<file path="src/rtl/systolic_array_ws.sv">
// systolic_array_ws: N x N weight-stationary systolic matrix unit.
// Optional SYSTOLIC_RELU_EN clamps every result at zero before the output register.
module systolic_array_ws #(
  parameter int N      = 4,
  parameter int DATA_W = 8,
  parameter int ACC_W  = 20
) (
  input  logic                clk,
  input  logic                reset,
  input  logic                w_valid,
  output logic                w_ready,
  input  logic [N*DATA_W-1:0] w_row,
  input  logic                w_reload,
  input  logic                a_valid,
  output logic                a_ready,
  input  logic [N*DATA_W-1:0] a_vec,
  input  logic                a_last,
  output logic                out_valid,
  output logic [N*ACC_W-1:0]  out_vec,
  output logic                out_last,
  output logic                busy
);
  typedef enum logic [2:0] {IDLE, LOAD, READY, STREAM, DRAIN} state_t;

  localparam int CW = $clog2(2*N+1);
  localparam logic [CW-1:0] LAST_ROW  = CW'(N-1);
  localparam logic [CW-1:0] DRAIN_END = CW'(2*N-1);

  state_t                   state_q, state_d;
  logic [CW-1:0]            row_cnt_q, row_cnt_d;
  logic [CW-1:0]            drain_cnt_q, drain_cnt_d;
  logic                     w_acc, a_acc;
  logic signed [DATA_W-1:0] w_q [N][N];
  logic signed [DATA_W-1:0] a_in_q [N];
  logic signed [DATA_W-1:0] a_left [N];
  logic signed [DATA_W-1:0] act_w [N][N];
  logic signed [ACC_W-1:0]  psum_w [N][N];
  logic signed [ACC_W-1:0]  col_out [N];
  logic signed [ACC_W-1:0]  res [N];
  logic [2*N-1:0]           vld_q, lst_q;
  logic                     out_valid_q, out_last_q;
  logic [N*ACC_W-1:0]       out_vec_q;

  // State and sequencing counters.
  always_ff @(posedge clk or posedge reset) begin
    if (reset) begin
      state_q     <= IDLE;
      row_cnt_q   <= '0;
      drain_cnt_q <= '0;
    end else begin
      state_q     <= state_d;
      row_cnt_q   <= row_cnt_d;
      drain_cnt_q <= drain_cnt_d;
    end
  end

  // Next state, handshakes and accept strobes.
  always_comb begin
    state_d     = state_q;
    row_cnt_d   = row_cnt_q;
    drain_cnt_d = drain_cnt_q;
    w_ready     = 1'b0;
    a_ready     = 1'b0;
    busy        = 1'b0;
    w_acc       = 1'b0;
    a_acc       = 1'b0;
    unique case (state_q)
      IDLE: begin
        w_ready = 1'b1;
        if (w_valid) begin
          w_acc     = 1'b1;
          row_cnt_d = row_cnt_q + 1'b1;
          state_d   = LOAD;
        end
      end
      LOAD: begin
        w_ready = 1'b1;
        busy    = 1'b1;
        if (w_valid) begin
          w_acc     = 1'b1;
          row_cnt_d = row_cnt_q + 1'b1;
          if (row_cnt_q == LAST_ROW) state_d = READY;
        end
      end
      READY: begin
        a_ready = 1'b1;
        if (w_reload) begin
          row_cnt_d = '0;
          state_d   = IDLE;
        end else if (a_valid) begin
          a_acc       = 1'b1;
          drain_cnt_d = '0;
          state_d     = a_last ? DRAIN : STREAM;
        end
      end
      STREAM: begin
        a_ready = 1'b1;
        busy    = 1'b1;
        if (a_valid) begin
          a_acc = 1'b1;
          if (a_last) begin
            drain_cnt_d = '0;
            state_d     = DRAIN;
          end
        end
      end
      DRAIN: begin
        busy = 1'b1;
        if (drain_cnt_q == DRAIN_END) state_d = READY;
        else drain_cnt_d = drain_cnt_q + 1'b1;
      end
      default: state_d = IDLE;
    endcase
  end

  // Stationary weights, written one row per accepted beat.
  always_ff @(posedge clk or posedge reset) begin
    if (reset) begin
      for (int r = 0; r < N; r++)
        for (int c = 0; c < N; c++) w_q[r][c] <= '0;
    end else if (w_acc) begin
      for (int r = 0; r < N; r++)
        if (row_cnt_q == CW'(r))
          for (int c = 0; c < N; c++)
            w_q[r][c] <= w_row[c*DATA_W +: DATA_W];
    end
  end

  // Input register (zero on bubbles) and valid/last tracking.
  always_ff @(posedge clk or posedge reset) begin
    if (reset) begin
      for (int k = 0; k < N; k++) a_in_q[k] <= '0;
      vld_q <= '0;
      lst_q <= '0;
    end else begin
      for (int k = 0; k < N; k++)
        a_in_q[k] <= a_acc ? a_vec[k*DATA_W +: DATA_W] : '0;
      vld_q <= {vld_q[2*N-2:0], a_acc};
      lst_q <= {lst_q[2*N-2:0], a_acc & a_last};
    end
  end

  for (genvar k = 0; k < N; k++) begin : g_skew
    if (k == 0) begin : g_d0
      assign a_left[k] = a_in_q[k];
    end else begin : g_dn
      logic signed [DATA_W-1:0] sk_q [k];
      // Delay row k by k cycles so it meets the psum wave.
      always_ff @(posedge clk or posedge reset) begin
        if (reset) begin
          for (int i = 0; i < k; i++) sk_q[i] <= '0;
        end else begin
          sk_q[0] <= a_in_q[k];
          for (int i = 1; i < k; i++) sk_q[i] <= sk_q[i-1];
        end
      end
      assign a_left[k] = sk_q[k-1];
    end
  end

  for (genvar k = 0; k < N; k++) begin : g_row
    for (genvar j = 0; j < N; j++) begin : g_col
      logic signed [DATA_W-1:0] act_in, act_q;
      logic signed [ACC_W-1:0]  psum_in, psum_q;
      logic signed [ACC_W-1:0]  ax, wx;
      if (j == 0) begin : g_a0
        assign act_in = a_left[k];
      end else begin : g_an
        assign act_in = act_w[k][j-1];
      end
      if (k == 0) begin : g_p0
        assign psum_in = '0;
      end else begin : g_pn
        assign psum_in = psum_w[k-1][j];
      end
      assign ax = ACC_W'(act_in);
      assign wx = ACC_W'(w_q[k][j]);
      // MAC: activation moves right, psum moves down, sums wrap.
      always_ff @(posedge clk or posedge reset) begin
        if (reset) begin
          act_q  <= '0;
          psum_q <= '0;
        end else begin
          act_q  <= act_in;
          psum_q <= psum_in + ax * wx;
        end
      end
      assign act_w[k][j]  = act_q;
      assign psum_w[k][j] = psum_q;
    end
  end

  for (genvar j = 0; j < N; j++) begin : g_dsk
    localparam int D = N - 1 - j;
    if (D == 0) begin : g_d0
      assign col_out[j] = psum_w[N-1][j];
    end else begin : g_dn
      logic signed [ACC_W-1:0] dq [D];
      // Re-align column j with the last column.
      always_ff @(posedge clk or posedge reset) begin
        if (reset) begin
          for (int i = 0; i < D; i++) dq[i] <= '0;
        end else begin
          dq[0] <= psum_w[N-1][j];
          for (int i = 1; i < D; i++) dq[i] <= dq[i-1];
        end
      end
      assign col_out[j] = dq[D-1];
    end
  end

  // Optional clamp at zero ahead of the output register.
  always_comb begin
    for (int j = 0; j < N; j++) begin
`ifdef SYSTOLIC_RELU_EN
      res[j] = col_out[j][ACC_W-1] ? '0 : col_out[j];
`else
      res[j] = col_out[j];
`endif
    end
  end

  // Output register; holds its last value between results.
  always_ff @(posedge clk or posedge reset) begin
    if (reset) begin
      out_valid_q <= 1'b0;
      out_last_q  <= 1'b0;
      out_vec_q   <= '0;
    end else begin
      out_valid_q <= vld_q[2*N-1];
      out_last_q  <= lst_q[2*N-1];
      if (vld_q[2*N-1])
        for (int j = 0; j < N; j++)
          out_vec_q[j*ACC_W +: ACC_W] <= res[j];
    end
  end

  assign out_valid = out_valid_q;
  assign out_last  = out_last_q;
  assign out_vec   = out_vec_q;

endmodule

</file>
<file path="config.mk">
export PLATFORM = sky130hd
export DESIGN_NAME = systolic_array_ws
export DESIGN_NICKNAME = d
export VERILOG_FILES = /design/src/rtl/systolic_array_ws.sv
export SDC_FILE = /design/constraint.sdc
export NUM_CORES = 2
export LEC_CHECK = 0
export ABC_CLOCK_PERIOD_IN_PS = 42600
export CORE_MARGIN = 2
export CORE_UTILIZATION = 65
export CTS_CLUSTER_DIAMETER = 60
export CTS_CLUSTER_SIZE = 8
export DETAILED_ROUTE_END_ITERATION = 7
export DONT_BUFFER_PORTS = 1
export PLACE_DENSITY = 0.87
export RECOVER_POWER = 50
export SLEW_MARGIN = 25
export SYNTH_ARGS = -nofsm -noshare
export SYNTH_HDL_FRONTEND = slang
export SYNTH_SLANG_ARGS = --single-unit
</file>
<file path="constraint.sdc">
create_clock -name clk -period 42.6 [get_ports clk]
set_input_delay 4.26 -clock clk [delete_from_list [all_inputs] [get_ports clk]]
set_output_delay 4.26 -clock clk [all_outputs]
set_load 0.005 [all_outputs]
</file>
# --- Yosys cells after proc, flatten, opt, wreduce, memory -nomap -nowiden ---
# Index checks and enable logic that the tools add are counted.
word_totals:
  regBits: 806
  in_bits: 70
  output_inout_bits: 85
  wordCells: 164
classes:
  n_addsub: 14
  n_mul: 16
  eq_ne: 20
  mux: 31
  bitwise_logic: 1
  reduce_logical: 14
op_table:
  columns: ["cell", "count"]
  rows:
  - ["$mul A8 B8 Y16", 16]
  - ["$add A18 B16 Y19", 4]
  - ["$add A17 B16 Y18", 4]
  - ["$add A16 B16 Y17", 4]
  - ["$mux W8", 4]
  - ["$mux W4", 7]
  - ["$mux W3", 9]
  - ["$ne A2 B2 Y1 const B", 10]
  - ["$pmux W3 S5", 1]
  - ["$pmux W4 S3", 1]
  - ["$add A4 B1 Y4 const B", 2]
  - ["$eq A4 B2 Y1 const B", 2]
  - ["$pmux W4 S2", 1]
  - ["$reduce_and A2 Y1", 4]
  - ["$mux W1", 7]
  - ["$reduce_and A7 Y1", 1]
  - ["$eq A3 B2 Y1 const B", 2]
  - ["$reduce_and A6 Y1", 1]
  - ["$eq A4 B1 Y1 const B", 1]
  - ["$eq A4 B3 Y1 const B", 1]
  - ["$logic_not A4 Y1", 1]
  - ["$reduce_or A2 Y1", 2]
  - ["$eq A3 B1 Y1 const B", 1]
  - ["$eq A3 B3 Y1 const B", 1]
  - ["9 further kinds", 9]

# --- Logic depth before layout (Yosys ltp) ---
logic_depth:
  ltp_word: 4
  depth_mapped: 20
  depth_no_buf: 19

# --- Least setup slack after synthesis ---
# OpenSTA, ideal clock, no wires.
synth_timing:
  path_type: "input to register"
  startpoint: "input port w_valid"
  endpoint: "register w_q, in the netlist g_row[0].g_col[0].wx[2]"
  t_arrival_ps: 5094
  required_time_ps: 42475
  setup_slack_ps: 37381
  path_stages: 5
  path_buffers: 1
  cell_sequence: "nand2_1 nor3_2 nand2_1 buf_2 mux2_2"
synth_via:
  elab_chain_cells: 3
synth_rtl:
  columns: ["item", "line_no", "text"]
  rows:
  - ["from (decl)", "10", "input logic w_valid,"]
  - ["$mux W1", "70, 79", null]
  - ["$mux W1", null, null]
  - ["$reduce_and A2 Y1 (no line)", null, null]
  - ["to (signal, indexed assignment)", "125", "w_q[r][c] <= w_row[c*DATA_W +: DATA_W];"]
  - ["to (decl)", "33", "logic signed [DATA_W-1:0] w_q [N][N];"]
# No other way between the ends.
# A chain may end at the register's enable or synchronous reset.

==> summary.txt <==
Die Wd -> 336 microns
Nets -> 8314
met3 wire length -> 10.1 mm
vias in the first global route -> 52100
post-CTS resize count -> 0
min Tclk post-route -> 10670 ps
max-slew violations -> 383
area grow syn2layout -> 7.81%
Final TNS setup -> 0 ps
Distinct cells, synth -> 76
Mapped Area -> 71800 sq um
final hold vios -> 0
Synth Warn # -> 0
total CTS buffers -> 132
final hold slack -> 325 ps
hold endpoint -> g_row[1].g_col[0].act_in[2]
Routed WL -> 154 mm
failing checks -> capacitance limit, slew limit
Avg Inst Size Synth -> 11.3 sq um
critical-path cell list -> clkinvlp_2, clkbuf_1, buf_4, buf_6, buf_4
Total Routing Usage GR -> 29.0%
Port-buffer cells -> 0
global-route wire length before repair -> 258 mm
initial antenna violation count -> 12
reg2reg start -> g_row[3].g_col[0].act_in[7]
Startpoint Class -> primary input
Max clock buf depth -> 3
HP Class -> reg2reg
hold depth -> 0
commonest non-fill, non-tap cell in the layout -> inv_1
Iter 0 DRT Violations -> 2771
CP required -> 43340 ps
delay-heaviest family, CP -> buffers and inverters
Die H -> 336 microns
Final HPWL DP -> 114 mm
top layer reached by signal wires -> met5
Initial Utilization -> 65.8%
CTS tree -> built
critical path type -> in2async
Post-Syn Nets -> 8239
num ports -> 155
RSZ-0062 raised after global routing -> no
row cnt -> 121
number of synthesized flops with an enable pin -> 0
vias per cell -> 5.64
main area contributors after synthesis -> fa_1 (33%), dfrtp_1 (28%), ha_1 (11%)
register area share after synthesis -> 28.0%
Yosys top cell area share -> 32.9%
Peak VDD IR -> 56.1 uV
fin crit share -> 25.0%
worst reg2reg path endpoint -> g_row[3].g_col[0].psum_q[17]
Max stage delay on crit path -> 2330 ps
# DRC -> 0
largest net degree at the start of global routing -> 99
Hold Path Origin -> a_in_q[18]
Wirelength per Cell -> 19.3 microns
clk slew on worst S/H paths -> 50 ps
wire length on met1 -> 54.9 mm
Least-Margin Pin Slew -> 4350 ps
most frequent cells in the layout -> inv_1 (1427), fa_1 (1180), dfrtp_1 (803)
drt pass-1 iters -> 6
run status -> finished, violations left
crit path DAT -> 11410 ps
Num Clock Sinks -> 803
Max-Cap Viols -> 6
core area -> 109000 sq um
worst-skew pair later-pin latency -> 760 ps
routed via count -> 45000
CTS Root Cell -> clkbuf_16
H-tree depth -> 4
# Post-CTS Setup Buffers -> 0
Leak -> 40.3 nW
Power Dens Cells -> 84.0 nW/um^2
fraction of layout cells with a size suffix above 1 -> 6.59%
global route total overflow -> 0
relative slew slack -> -192%
cell taking the most area after synthesis -> fa_1
Yosys reg bits -> 803
FF-to-FF setup slack -> 36360 ps
CP bufs+invs -> 5
Final setup viols -> 0
die area -> 113000 sq um
crit end category -> async pin
Critical-path top delay cell -> clkinvlp_2
Syn Inst Count -> 6368
cells on worst reg2reg path -> 15
GPL Wtd Cong -> 0.866
Worst Path Max Fanout -> 98
Post-Place Worst Slack -> 34390 ps
Max Freq -> 93.7 MHz
Main synth FF type -> dfrtp_1
Final WS setup -> 31930 ps
post-route ant nets -> 0
Async SR Flop Fraction -> 100%
CTS hold repair buffers -> 0
DR WL met2 -> 79.7 mm
Crit path top cell by count -> buf_4
final core occ -> 70.9%
Power, Total -> 6.50 mW
skew final -> 39.9 ps
-- power breakdown --
part	switching [mW]	internal [mW]	leakage (nW)
logic	2.22	1.87	28.2
clock network	0.376	0.607	1.92
registers	0.328	1.10	10.2
total	2.92	3.58	40.3
-- cell usage after synthesis, types with 12 or more instances --
library cell  count
nor2_1          113
nand4_1          12
a211oi_1         23
ha_1            621
a21oi_1         114
a31oi_1          19
o21ai_0         102
nor3_1           26
nand3_1          18
a21o_1           29
and2_1          577
fa_1           1180
inv_1          1428
nor2b_1          92
nand2_1         416
xor2_1           39
dfrtp_1         803
o21a_1           35
clkbuf_1         52
buf_2            12
nand2b_1         48
xnor2_1         224
or3_1            20
mux2_2          215
-- per-layer routing --
layer	vias up	track usage (%)
li1	19500	-
met1	23400	33.5
met2	1669	50.7
met3	529	5.44
met4	10	16.7
met5	-	0
-- how the worst max path moves through the flow --
stage,start,end,slack [ps],depth (start not counted)
after global routing,reset,g_dsk[1].g_dn.dq[34],30290,5
after CTS,reset,out_vec[35],35150,5
after floorplan,reset,a_in_q[0],15790,1
final,reset,out_vec[32],31930,5
after detailed placement,reset,col_out[47],34390,5
after global placement,reset,col_out[54],34510,5
-- state kept, by name, indices dropped and copies added, names as in the netlist --
| signal | flops |
|---|---|
| a_in_q | 24 |
| col_out | 38 |
| drain_cnt_q | 4 |
| g_dsk.g_dn.dq | 76 |
| g_row.g_col.act_in | 32 |
| g_row.g_col.act_q | 96 |
| g_row.g_col.psum_q | 280 |
| g_row.g_col.wx | 128 |
| g_skew.g_dn.sk_q | 24 |
| lst_q | 8 |
| out_last | 1 |
| out_valid | 1 |
| out_vec | 76 |
| row_cnt_q | 4 |
| state_q | 3 |
| vld_q | 8 |
-- metrics by stage --
stage,cells,cell area (sq um)
floorplan,6368,71800
global placement,7785,73500
detailed placement,7785,73500
CTS,7967,77400
global route,7975,77400
finish,7981,77400
-- logic make-up after synthesis --
group                    count (synthesis)  share of synthesized area, %
AO/OA/AOI/OAI                          415                          3.75
XOR/XNOR                               263                          3.21
adder cells (fa/ha/maj)               1801                          43.7
buffers and inverters                 1499                          7.88
flip-flops                             803                          28.0
multiplexers                           216                          3.39
AND/OR/NAND/NOR                       1371                          10.1
-- layout make-up --
type	instances	area, sq um
Timing Repair Buffer	12	78.8
Antenna cell	14	35.0
Multi-Input combinational cell	4066	46100
Inverter	1428	5360
Fill cell	6670	31700
Clock buffer	145	3410
Clock inverter	37	524
Tap cell	1476	1850
Sequential cell	803	20100
No activity file was read; power rests on OpenSTA's default activity.
